**src/rtl/fxp_add_arbiter.sv**
```systemverilog
// Round-robin arbiter sharing one unsigned fixed-point adder between NREQ requesters.
// Results leave through a one-entry register tagged with the requester ID.
module fxp_add_arbiter #(
   parameter  int unsigned NREQ   = 4,
   parameter  int unsigned INT_W  = 8,
   parameter  int unsigned FRAC_W = 4,
   localparam int unsigned IDW    = $clog2(NREQ),
   localparam int unsigned OPW    = INT_W + FRAC_W
) (
   input  logic                clk,
   input  logic                rst_n,
   input  logic [NREQ-1:0]     req_valid,
   output logic [NREQ-1:0]     req_ready,
   input  logic [NREQ*OPW-1:0] req_a,
   input  logic [NREQ*OPW-1:0] req_b,
   output logic                res_valid,
   input  logic                res_ready,
   output logic [INT_W:0]      res_int,
   output logic [FRAC_W-1:0]   res_frac,
   output logic [IDW-1:0]      res_id,
   output logic                res_ovf,
   output logic [15:0]         busy_cnt
);

   logic [IDW-1:0] ptr_q, ptr_d;
   logic [IDW-1:0] gnt_idx, cand;
   logic           gnt_found;
   logic           slot_free, accept, drain;
   logic [OPW-1:0] a_sel, b_sel;
   logic [OPW:0]   sum;
   logic [OPW:0]   res_q, res_d;
   logic [IDW-1:0] id_q, id_d;
   logic           valid_q, valid_d;
   logic [15:0]    cnt_q, cnt_d;

   // Search from ptr upward; IDW-bit addition wraps modulo NREQ since NREQ is a power of two.
   always_comb begin
      gnt_found = 1'b0;
      gnt_idx   = '0;
      cand      = '0;
      for (int unsigned k = 0; k < NREQ; k++) begin
         cand = ptr_q + IDW'(k);
         if (!gnt_found && req_valid[cand]) begin
            gnt_found = 1'b1;
            gnt_idx   = cand;
         end
      end
   end

   always_comb begin
      a_sel = '0;
      b_sel = '0;
      for (int unsigned i = 0; i < NREQ; i++) begin
         if (gnt_idx == IDW'(i)) begin
            a_sel = req_a[i*OPW +: OPW];
            b_sel = req_b[i*OPW +: OPW];
         end
      end
      sum = {1'b0, a_sel} + {1'b0, b_sel};
   end

   always_comb begin
      slot_free = !valid_q || res_ready;
      accept    = gnt_found && slot_free;
      drain     = valid_q && res_ready;
      req_ready = '0;
      // Reset gating keeps req_ready low for the whole time rst_n is asserted.
      if (accept && rst_n) begin
         req_ready[gnt_idx] = 1'b1;
      end

      valid_d = valid_q;
      res_d   = res_q;
      id_d    = id_q;
      ptr_d   = ptr_q;
      if (accept) begin
         valid_d = 1'b1;
         res_d   = sum;
         id_d    = gnt_idx;
         ptr_d   = gnt_idx + IDW'(1);
      end else if (drain) begin
         valid_d = 1'b0;
      end

      cnt_d = cnt_q;
      if (drain && cnt_q != 16'hFFFF) begin
         cnt_d = cnt_q + 16'd1;
      end
   end

   always_ff @(posedge clk or negedge rst_n) begin
      if (!rst_n) begin
         ptr_q   <= '0;
         valid_q <= 1'b0;
         res_q   <= '0;
         id_q    <= '0;
         cnt_q   <= '0;
      end else begin
         ptr_q   <= ptr_d;
         valid_q <= valid_d;
         res_q   <= res_d;
         id_q    <= id_d;
         cnt_q   <= cnt_d;
      end
   end

   assign res_valid = valid_q;
   assign res_int   = res_q[OPW:FRAC_W];
   assign res_frac  = res_q[FRAC_W-1:0];
   assign res_id    = id_q;
   assign res_ovf   = res_q[OPW];
   assign busy_cnt  = cnt_q;

endmodule
```
**config.mk**
```make
export PLATFORM = sky130hd
export DESIGN_NAME = fxp_add_arbiter
export DESIGN_NICKNAME = d
export VERILOG_FILES = /design/src/rtl/fxp_add_arbiter.sv
export SDC_FILE = /design/constraint.sdc
export NUM_CORES = 1
export LEC_CHECK = 0
export ABC_AREA = 1
export ABC_CLOCK_PERIOD_IN_PS = 3700
export CAP_MARGIN = 0
export CORE_UTILIZATION = 40
export CTS_CLUSTER_SIZE = 10
export DETAILED_ROUTE_END_ITERATION = 8
export DONT_BUFFER_PORTS = 1
export PLACE_DENSITY = 0.54
export SLEW_MARGIN = 20
export SYNTH_ARGS = -nofsm -noshare
export SYNTH_HDL_FRONTEND = slang
export SYNTH_SLANG_ARGS = --single-unit
```
**constraint.sdc**
```tcl
create_clock -name clk -period 3.7 [get_ports clk]
set_input_delay 0.555 -clock clk [delete_from_list [all_inputs] [get_ports clk]]
set_output_delay 0.555 -clock clk [all_outputs]
set_load 0.02 [all_outputs]
```
# After elaboration in Yosys (flattened, before gate mapping)
# Index checks and enable logic that the tools add are counted.
# W data, S select, Z words.
# classes
addsub	6
order_cmp	6
n_eq_ne	4
mux	29
reduce_logical	15
# ops
operator	count
$mux W12	8
$add A16 B1 Y16 const B	1
$ne A16 B16 Y1 const B	1
$lt A2 B3 Y1 const B	5
$add A12 B12 Y13	1
$mux W1	11
$bmux W1 S2	4
$logic_and A1 B1 Y1	8
$mux W2	4
$add A2 B1 Y2 const B	2
$add A2 B2 Y2 const B	2
$eq A2 B2 Y1 const B	2
$logic_not A1 Y1	4
$mux W4	1
$demux W1 S2	1
$eq A2 B1 Y1 const B	1
$ge A2 B1 Y1 const B	1
$logic_not A2 Y1	1
$reduce_bool A2 Y1	1
$logic_or A1 B1 Y1	1
# totals
ff_bits	34
out_inout_bits	37

# Depth between registers and ports, before layout
# logic_depth
ltp_word	18
depth_mapped	28
mapped_depth_nobuf	26

# Least setup slack after synthesis
# Ideal clock, no wire load.
# synth_path
kind	input -> register
start	input port req_valid[1]
end	register res_q[8]
arrival_ns	3.460
setup_slack_ns	0.123
cell_stages	26
cell_sequence	inv_1 > nand2_1 > nand3_1 > nand2_2 > nor2_4 > nand3_1 > nand2_1 > nand2_1 > inv_1 > ha_1 > clkbuf_1 > nor2_1 > buf_2 > a22oi_1 > nand2_1 > o21ai_0 > a21oi_1 > ha_1 > fa_1 > nand3_1 > nand2_1 > nand2_1 > nand2_1 > xor2_1 > nand2_1 > nand2_1
# synth_between
elab_chain_cells	18
# synth_rtl
item	line	text
start: declaration	12	input logic [NREQ-1:0] req_valid,
$bmux W1 S2	43	if (!gnt_found && req_valid[cand]) begin
$mux W1 (implied by the code)	43	
$mux W1	43	
$logic_not A1 Y1	43	
$logic_and A1 B1 Y1	43	
$mux W1	43	
$logic_not A1 Y1	43	
$logic_and A1 B1 Y1	43	
$mux W1	43	
$logic_not A1 Y1	43	
$logic_and A1 B1 Y1	43	
$mux W2 *	43	
via gnt_idx[0]	26	logic [IDW-1:0] gnt_idx, cand;
$logic_not A2 Y1	54	if (gnt_idx == IDW'(i)) begin
$mux W12 (4 in a row)	54	
$add A12 B12 Y13 *	59	sum = {1'b0, a_sel} + {1'b0, b_sel};
end signal: assignment	101	res_q <= res_d;
end: declaration	31	logic [OPW:0] res_q, res_d;
# Mark *: on every way through the listed nets, which the timed path passes. The rest lies on a longest branch. The select of a mux whose other input is x is not followed.
# A chain may end at the register's enable or synchronous reset.

# Worst setup path in the final report
# layout_path
start	register ptr_q[0]
end	register res_q[11]
# layout_between
elab_chain_cells	18
# layout_rtl
item	line	text
start: declaration	25	logic [IDW-1:0] ptr_q, ptr_d;
start signal: assignment	99	ptr_q <= ptr_d;
branches (longest 18 deep; another with $add A2 B1 Y2)	--	
# Several ways; the timed one is not identified. The select of a mux whose other input is x is not followed.

==> results.txt <==
----------------------------------------------------
[Floorplan]
  Die footprint ... 8160 um2
  Die extent in y ... 90.4 um
  Placeable Area ... 7410 um2
  Effective utilization at floorplan ... 0.422
  Site Rows ... 31
  Horizontal extent of the die ... 90.4 um
  I/O pin cnt ... 140

[Place]
  Number of cells in the design after placement ... 583
  Instance area after placement ... 3290 um2
  Detail Placement HPWL ... 6.79 mm
  Count of input and output buffers ... 0
  Placer congestion estimate ... 0.830

[Timing]
  Slew Limit Headroom ... 0.706
  Fin Clk Skew ... 0.0123 ns
  Final max-slew violation count ... 0
  Fmax ... 0.286 GHz
  Part of the cycle the worst path needs ... 0.945
  Final count of negative-setup-slack endpoints ... 0
  Slew at the pin closest to its max-slew limit ... 0.441 ns
  Clock period minus worst slack ... 3.49 ns
  Final hold slack ... 0.0911 ns
  Final Hold Fails ... 0

[Final layout]
  Antenna diode count ... 0
  Non-filler cells in the finished layout ... 601
  Area used by multi-input combinational logic ... 2100 um2
  Fill cells ... 733
  Design area ... 3650 um2
  Core utilization of the finished layout ... 0.493
  Fraction of final layout cells with drive strength greater than 1 ... 0.135
  Area of all sequential standard cells ... 851 um2
  Area growth from synthesis to final layout ... 16.9%
  Count of nets after finishing ... 622

[Routing]
  Via Count ... 3185
  Per-cell via count in the routed design ... 5.30
  Wire length per cell after detailed routing ... 14.5 um
  DRC marker count from the first detailed-route iteration ... 139
  Final antenna-violating net count ... 0
  Number of design rule violations left after detail routing ... 0
  Routed WL ... 8.71 mm
  Number of iterations in the first detailed-routing pass ... 4

[Logic synthesis]
  Number of synthesized register bits ... 34
  Cell with the most instances after synthesis ... nand2_1
  Mean post-synth cell area ... 6.39 um2
  Share of synthesized flip-flops with an asynchronous set or reset ... 1.00
  Number of flops mapped to enable cells by yosys ... 0
  Number of instances in the synthesized netlist ... 489
  Unique cell type count in the Yosys netlist ... 29
  Part of the Yosys area used for sequential elements ... 0.272
  Combined area of all synthesized cells ... 3120 um2
  Fraction of post-synthesis cell area in the top cell type by area ... 0.272
  Warning count from the yosys run ... 0
  Leading post-synthesis cells by instance count ... 157 x nand2_1, 51 x nor2_1, 49 x o21ai_0, 38 x inv_1, 34 x dfrtp_1
  Syn_nets ... 610
  Primary FF master, synth ... dfrtp_1
  Library cell with the largest summed area after synthesis ... dfrtp_1
  Biggest area contributors in the synthesized netlist ... dfrtp_1 27%, nand2_1 19%, o21ai_0 7.9%

[Hold path]
  Worst min-delay path category ... input port to async pin

[Global routing]
  Global-route congestion overflow total ... 0
  Vias in the first global route ... 2948
  Wire length of the first global-routing pass ... 13.6 mm
  Maximum number of pins on one net before global-route repair ... 35
  GRT Util Overall ... 0.205
  Number of antenna violations at the first check in global routing ... 0

[Worst setup path]
  Signal arrival time at the worst endpoint ... 3.70 ns
  Required time at the endpoint of the critical path ... 3.90 ns
  Kind of critical path ... flip-flop to flip-flop
  Maximum fanout count along the critical path ... 12
  Setup crit end kind ... flip-flop
  Launching element type of the critical path ... flip-flop

[Status]
  Result of the run ... complete, no violations

[CTS]
  Clock tree buffer depth ... 2
  TritonCTS buffer count ... 5
  Clk root buf ... clkbuf_8
  Clock tree from TritonCTS ... done
  Clock Sink Count ... 34
  Clock latency reported for the late side of the worst-skew pair ... 0.28 ns
  Clock-pin slew reported for the worst setup and hold paths after clock tree synthesis ... 0.08 ns
  H-tree depth reported by CTS ... 2

[Run]
  Max Cap Viol ... 0

----------------------------------------------------
==> cell families after synthesis <==
family / count (synthesis) / synth area share
fa+ha+maj: 18 / 0.0745
compound gates: 102 / 0.179
simple gates: 254 / 0.334
xor+xnor: 21 / 0.0589
buf+inv: 60 / 0.0817
flops: 34 / 0.272
==> repair_timing <==
| item | in CTS | in global routing |
|---|---|---|
| hold endpoints to repair | 34 | 0 |
| endpoints found under the setup margin | 0 | 10 |
| buffers inserted | 0 | 7 |
| gates resized for setup | 0 | 34 |
| hold buffers | 1 | 0 |
==> worst paths after layout <==
check,from,endpoint,slack (ns),depth (start not counted)
hold reg to reg,res_q[10],res_q[10],0.64,2
max in group asynchronous,rst_n,busy_cnt[2],3.42,1
setup / recovery,ptr_q[0],res_q[11],0.21,24
setup reg to reg,ptr_q[0],res_q[11],0.21,24
min in group clk,res_ready,res_valid,0.50,3
hold / removal,rst_n,busy_cnt[4],0.09,1
==> metrics by stage <==
stage                     setup slack (ns)  TNS, ns
final                                0.205        0
after CTS                           0.0554        0
after global placement               0.147        0
after detailed placement            0.0792        0
after global routing               -0.0453   -0.184
after floorplan                      0.123        0
==> cell type report <==
type,instances,share of cell area
multi-input cells,395,0.575
flip-flops and latches,34,0.233
repair buffers,25,0.0788
inverters,40,0.0411
well taps,99,0.0339
clock buffers,5,0.0189
clock inverters,3,0.0189
==> worst max-delay path: stages, from the launching register on <==
cell,delay [ns]
dfrtp_1,0.43
buf_6,0.15
nand2_1,0.08
nand3_1,0.11
nand2_2,0.11
inv_1,0.07
a21oi_1,0.18
nand2_2,0.08
nand2_2,0.10
ha_2,0.18
inv_2,0.05
nor2_4,0.21
clkbuf_16,0.21
a22oi_1,0.06
nand2_1,0.06
o21ai_0,0.07
a21oi_1,0.27
ha_1,0.31
nand3_1,0.09
nand2_2,0.10
nand3_1,0.12
nand3_1,0.08
nand2_1,0.06
nand2_1,0.07
o21ai_0,0.14
==> metal layers <==
layer | up-vias | part of all wire | GRT usage
met5 | - | 0 | 0
met4 | 0 | 0.0048 | 0.0403
met3 | 6 | 0.058 | 0.0488
met2 | 104 | 0.51 | 0.371
met1 | 1456 | 0.43 | 0.246
li1 | 1619 | - | -
==> cell usage in the layout (no fill, tap or decap), types with 2 or more instances in the layout <==
cell and n:
nand2_1 152, nor2_1 50, o21ai_0 46, inv_1 34
dfrtp_1 34, a21oi_1 27, nand3_1 23, a22oi_1 16
buf_4 16, xor2_1 13, ha_1 12, nand2_2 9
xnor2_1 8, inv_2 6, a21oi_2 6, nand4_1 6
nor3_1 6, clkbuf_8 5, o21ai_1 4, nand3_2 4
ha_2 4, buf_12 4, nor2_4 2, bufinv_16 2
clkbuf_16 2, buf_6 2
==> state kept, by name, indices dropped and copies added, names as in the netlist <==
| name | cells |
|---|---|
| res_valid | 1 |
| busy_cnt | 16 |
| res_id | 2 |
| ptr_q | 2 |
| res_q | 13 |
Power is not shown: default switching activity piles up to over one toggle a cycle in this logic, so the estimate is an artifact.
==> RTL edit: new RTL, same settings <==
`INT_W`: 8 -> 10.
--- a/src/rtl/fxp_add_arbiter.sv
+++ b/src/rtl/fxp_add_arbiter.sv
@@ -2,7 +2,7 @@
 // Results leave through a one-entry register tagged with the requester ID.
 module fxp_add_arbiter #(
    parameter  int unsigned NREQ   = 4,
-   parameter  int unsigned INT_W  = 8,
+   parameter  int unsigned INT_W  = 10,
    parameter  int unsigned FRAC_W = 4,
    localparam int unsigned IDW    = $clog2(NREQ),
    localparam int unsigned OPW    = INT_W + FRAC_W
Interface: changed (resized req_a, req_b and res_int); port bits go from 140 to 158. The function was not compared with the original's and may differ.
==> RTL edit against the unedited design <==
  * Synthesized area up 13%
  * Critical endpoint is now res_q[7]
  * Largest cell class unchanged
  * Critical path depth decreased by 1
  * Setup slack got worse by 61 ps
  * First-iteration DRC count is 20% higher
  * Synthesized cell count up 13%
  * Sequential cell count is 2 higher
  * Die area increased by 13%
  * Routed wire length rose by 24%
  * Utilization rose by 3.9 points
  * Final area grew 22%
Power is not shown: default switching activity piles up to over one toggle a cycle in this logic, so the estimate is an artifact.
==> RTL edit: results (changes against the unedited design) <==
global_routing:
  grt_usage: 0.218  # +0.0135
  antenna_found_initial: 0  # unchanged
  grt_max_degree: 50  # +43%
  grt_pass1_vias: 3481  # +18%
  grt_pass1_wl_mm: 15.8  # +16%
route:
  firstDrtPassIters: 4  # unchanged
  dr.first_iter.drc_count: 167  # +20%
  totalWireLength_mm: 10.8  # +24%
  drc: 0  # unchanged
  viasPerCell: 5.43  # +2.4%
finish:
  num-fill-cells: 845  # +15%
  largest_register_ff_count: 16  # unchanged
  num_antenna_cells: 0  # unchanged
  nets: 723  # +16%
  drive_above_1_share: 0.270  # +0.135
sta:
  worst_slew_pin_slew_ps: 691  # +250 ps
  skew_ps: 9.17  # -3.16 ps
logic_synthesis:
  synth_async_sr_flop_share: 1.00  # unchanged
  synth_nets: 693  # +14%
  synthTopCellsByArea: "dfrtp_1 26%, nand2_1 19%, ha_1 6.7%, o21ai_0 6.1%, nor2_1 6.0%"
  yosys_warnings: 0  # unchanged
  ys_types: 31  # +6.9%
  synth.largest_area_cell: "dfrtp_1"
  synth_commonest_cells: "183 x nand2_1, 56 x nor2_1, 43 x o21ai_0, 42 x inv_1, 41 x a21oi_1"
  yosysSeqAreaShare: 0.256  # -0.0168
cts:
  cts.path.max_buffers: 2  # unchanged
  cts_root_buf: "clkbuf_8"
  clk_latency_ps: 280  # about the same
  cts_max_level: 2  # unchanged
  cts_buffers: 5  # unchanged
  clkTransAtPathRegs_ps: 80  # about the same
placement:
  place_hpwl_mm: 7.92  # +17%
  place_ws_ps: -45.0  # -124 ps
  place_congestion: 0.988  # +19%
  port_buffers: 0  # unchanged
critical_path:
  cp_data_arrival_time_ps: 3720  # +20 ps
  reg2reg_depth: 23  # -4.2%
  crit_fanout: 8  # -4
status:
  status: "finished, final reports clean"
worst_hold_path:
  hp-class: "in -> async"
## RTL edit: cell count changes in the layout (fill, tap and decap cells not counted), moves of 5 or more
cell and delta:
o21ai_0 -20, nand2_2 +19, buf_4 +16, o21ai_1 +13, nand2_1 +11, nand3_2 +10
a22oi_2 +9, o21ai_2 +9, a21oi_2 +8, nand3_1 -8, a22oi_1 -5
## RTL edit: area by class of cell
class / instances / area share
clock buffer: 6 / 0.0163
inverter: 44 / 0.0388
timing repair buffer: 46 / 0.112
multi-input combinational: 451 / 0.593
sequential: 36 / 0.203
tap: 105 / 0.0295
clock inverter: 2 / 0.00786
## RTL edit: worst paths after layout
path / startpoint / endpoint / slack (ps)
max: ptr_q[0] / res_q[7] / 140
min: rst_n / busy_cnt[10] / 90
max reg2reg: ptr_q[0] / res_q[7] / 140
min reg2reg: res_q[5] / res_q[5] / 640
max in group asynchronous: rst_n / busy_cnt[2] / 3410
min in group clk: res_ready / res_valid / 460
## RTL edit: critical path: stages (launching register included)
cell and delay [ps]:
dfrtp_2 480, buf_6 150, nand2_2 60, nand2_2 70
nand2_2 90, nand2_4 60, nor2_4 170, nand3_2 100
nand3_2 80, inv_2 60, ha_4 190, nor2_4 230
clkbuf_16 210, a22oi_1 60, nand2_1 60, o21ai_0 80
a21oi_1 170, ha_1 310, buf_6 150, nand2_1 70
nor2_1 70, a21oi_2 210, xor2_2 220, o21ai_2 70
## RTL edit: layer usage
layer  GRT usage  routed length [um]
met4      0.0473                 153
met1       0.260                4450
met5           0                   0
met2       0.393                5360
met3      0.0553                 813
## RTL edit: repair_timing
action	CTS	global route
buffers inserted	0	20
pin swaps	0	59
hold buffers	1	0
gates cloned	0	4
endpoints found under the setup margin	6	12
endpoints found under the hold margin	36	0
resized for setup	3	113
## RTL edit: logic make-up (layout without fill, tap and decap cells)
kind of cell,after synthesis,in the layout,synth area share
compound gates,117,117,0.189
xor+xnor,20,20,0.0497
fa+ha+maj,20,20,0.0732
buf+inv,67,98,0.0874
flops,36,36,0.256
simple gates,294,294,0.346
## RTL edit: stage by stage
step / instances / area (um2)
5_1_grt: 690 / 4460
6_report: 690 / 4460
2_1_floorplan: 554 / 3520
3_5_place_dp: 657 / 3710
4_1_cts: 666 / 3840
3_3_place_gp: 657 / 3710
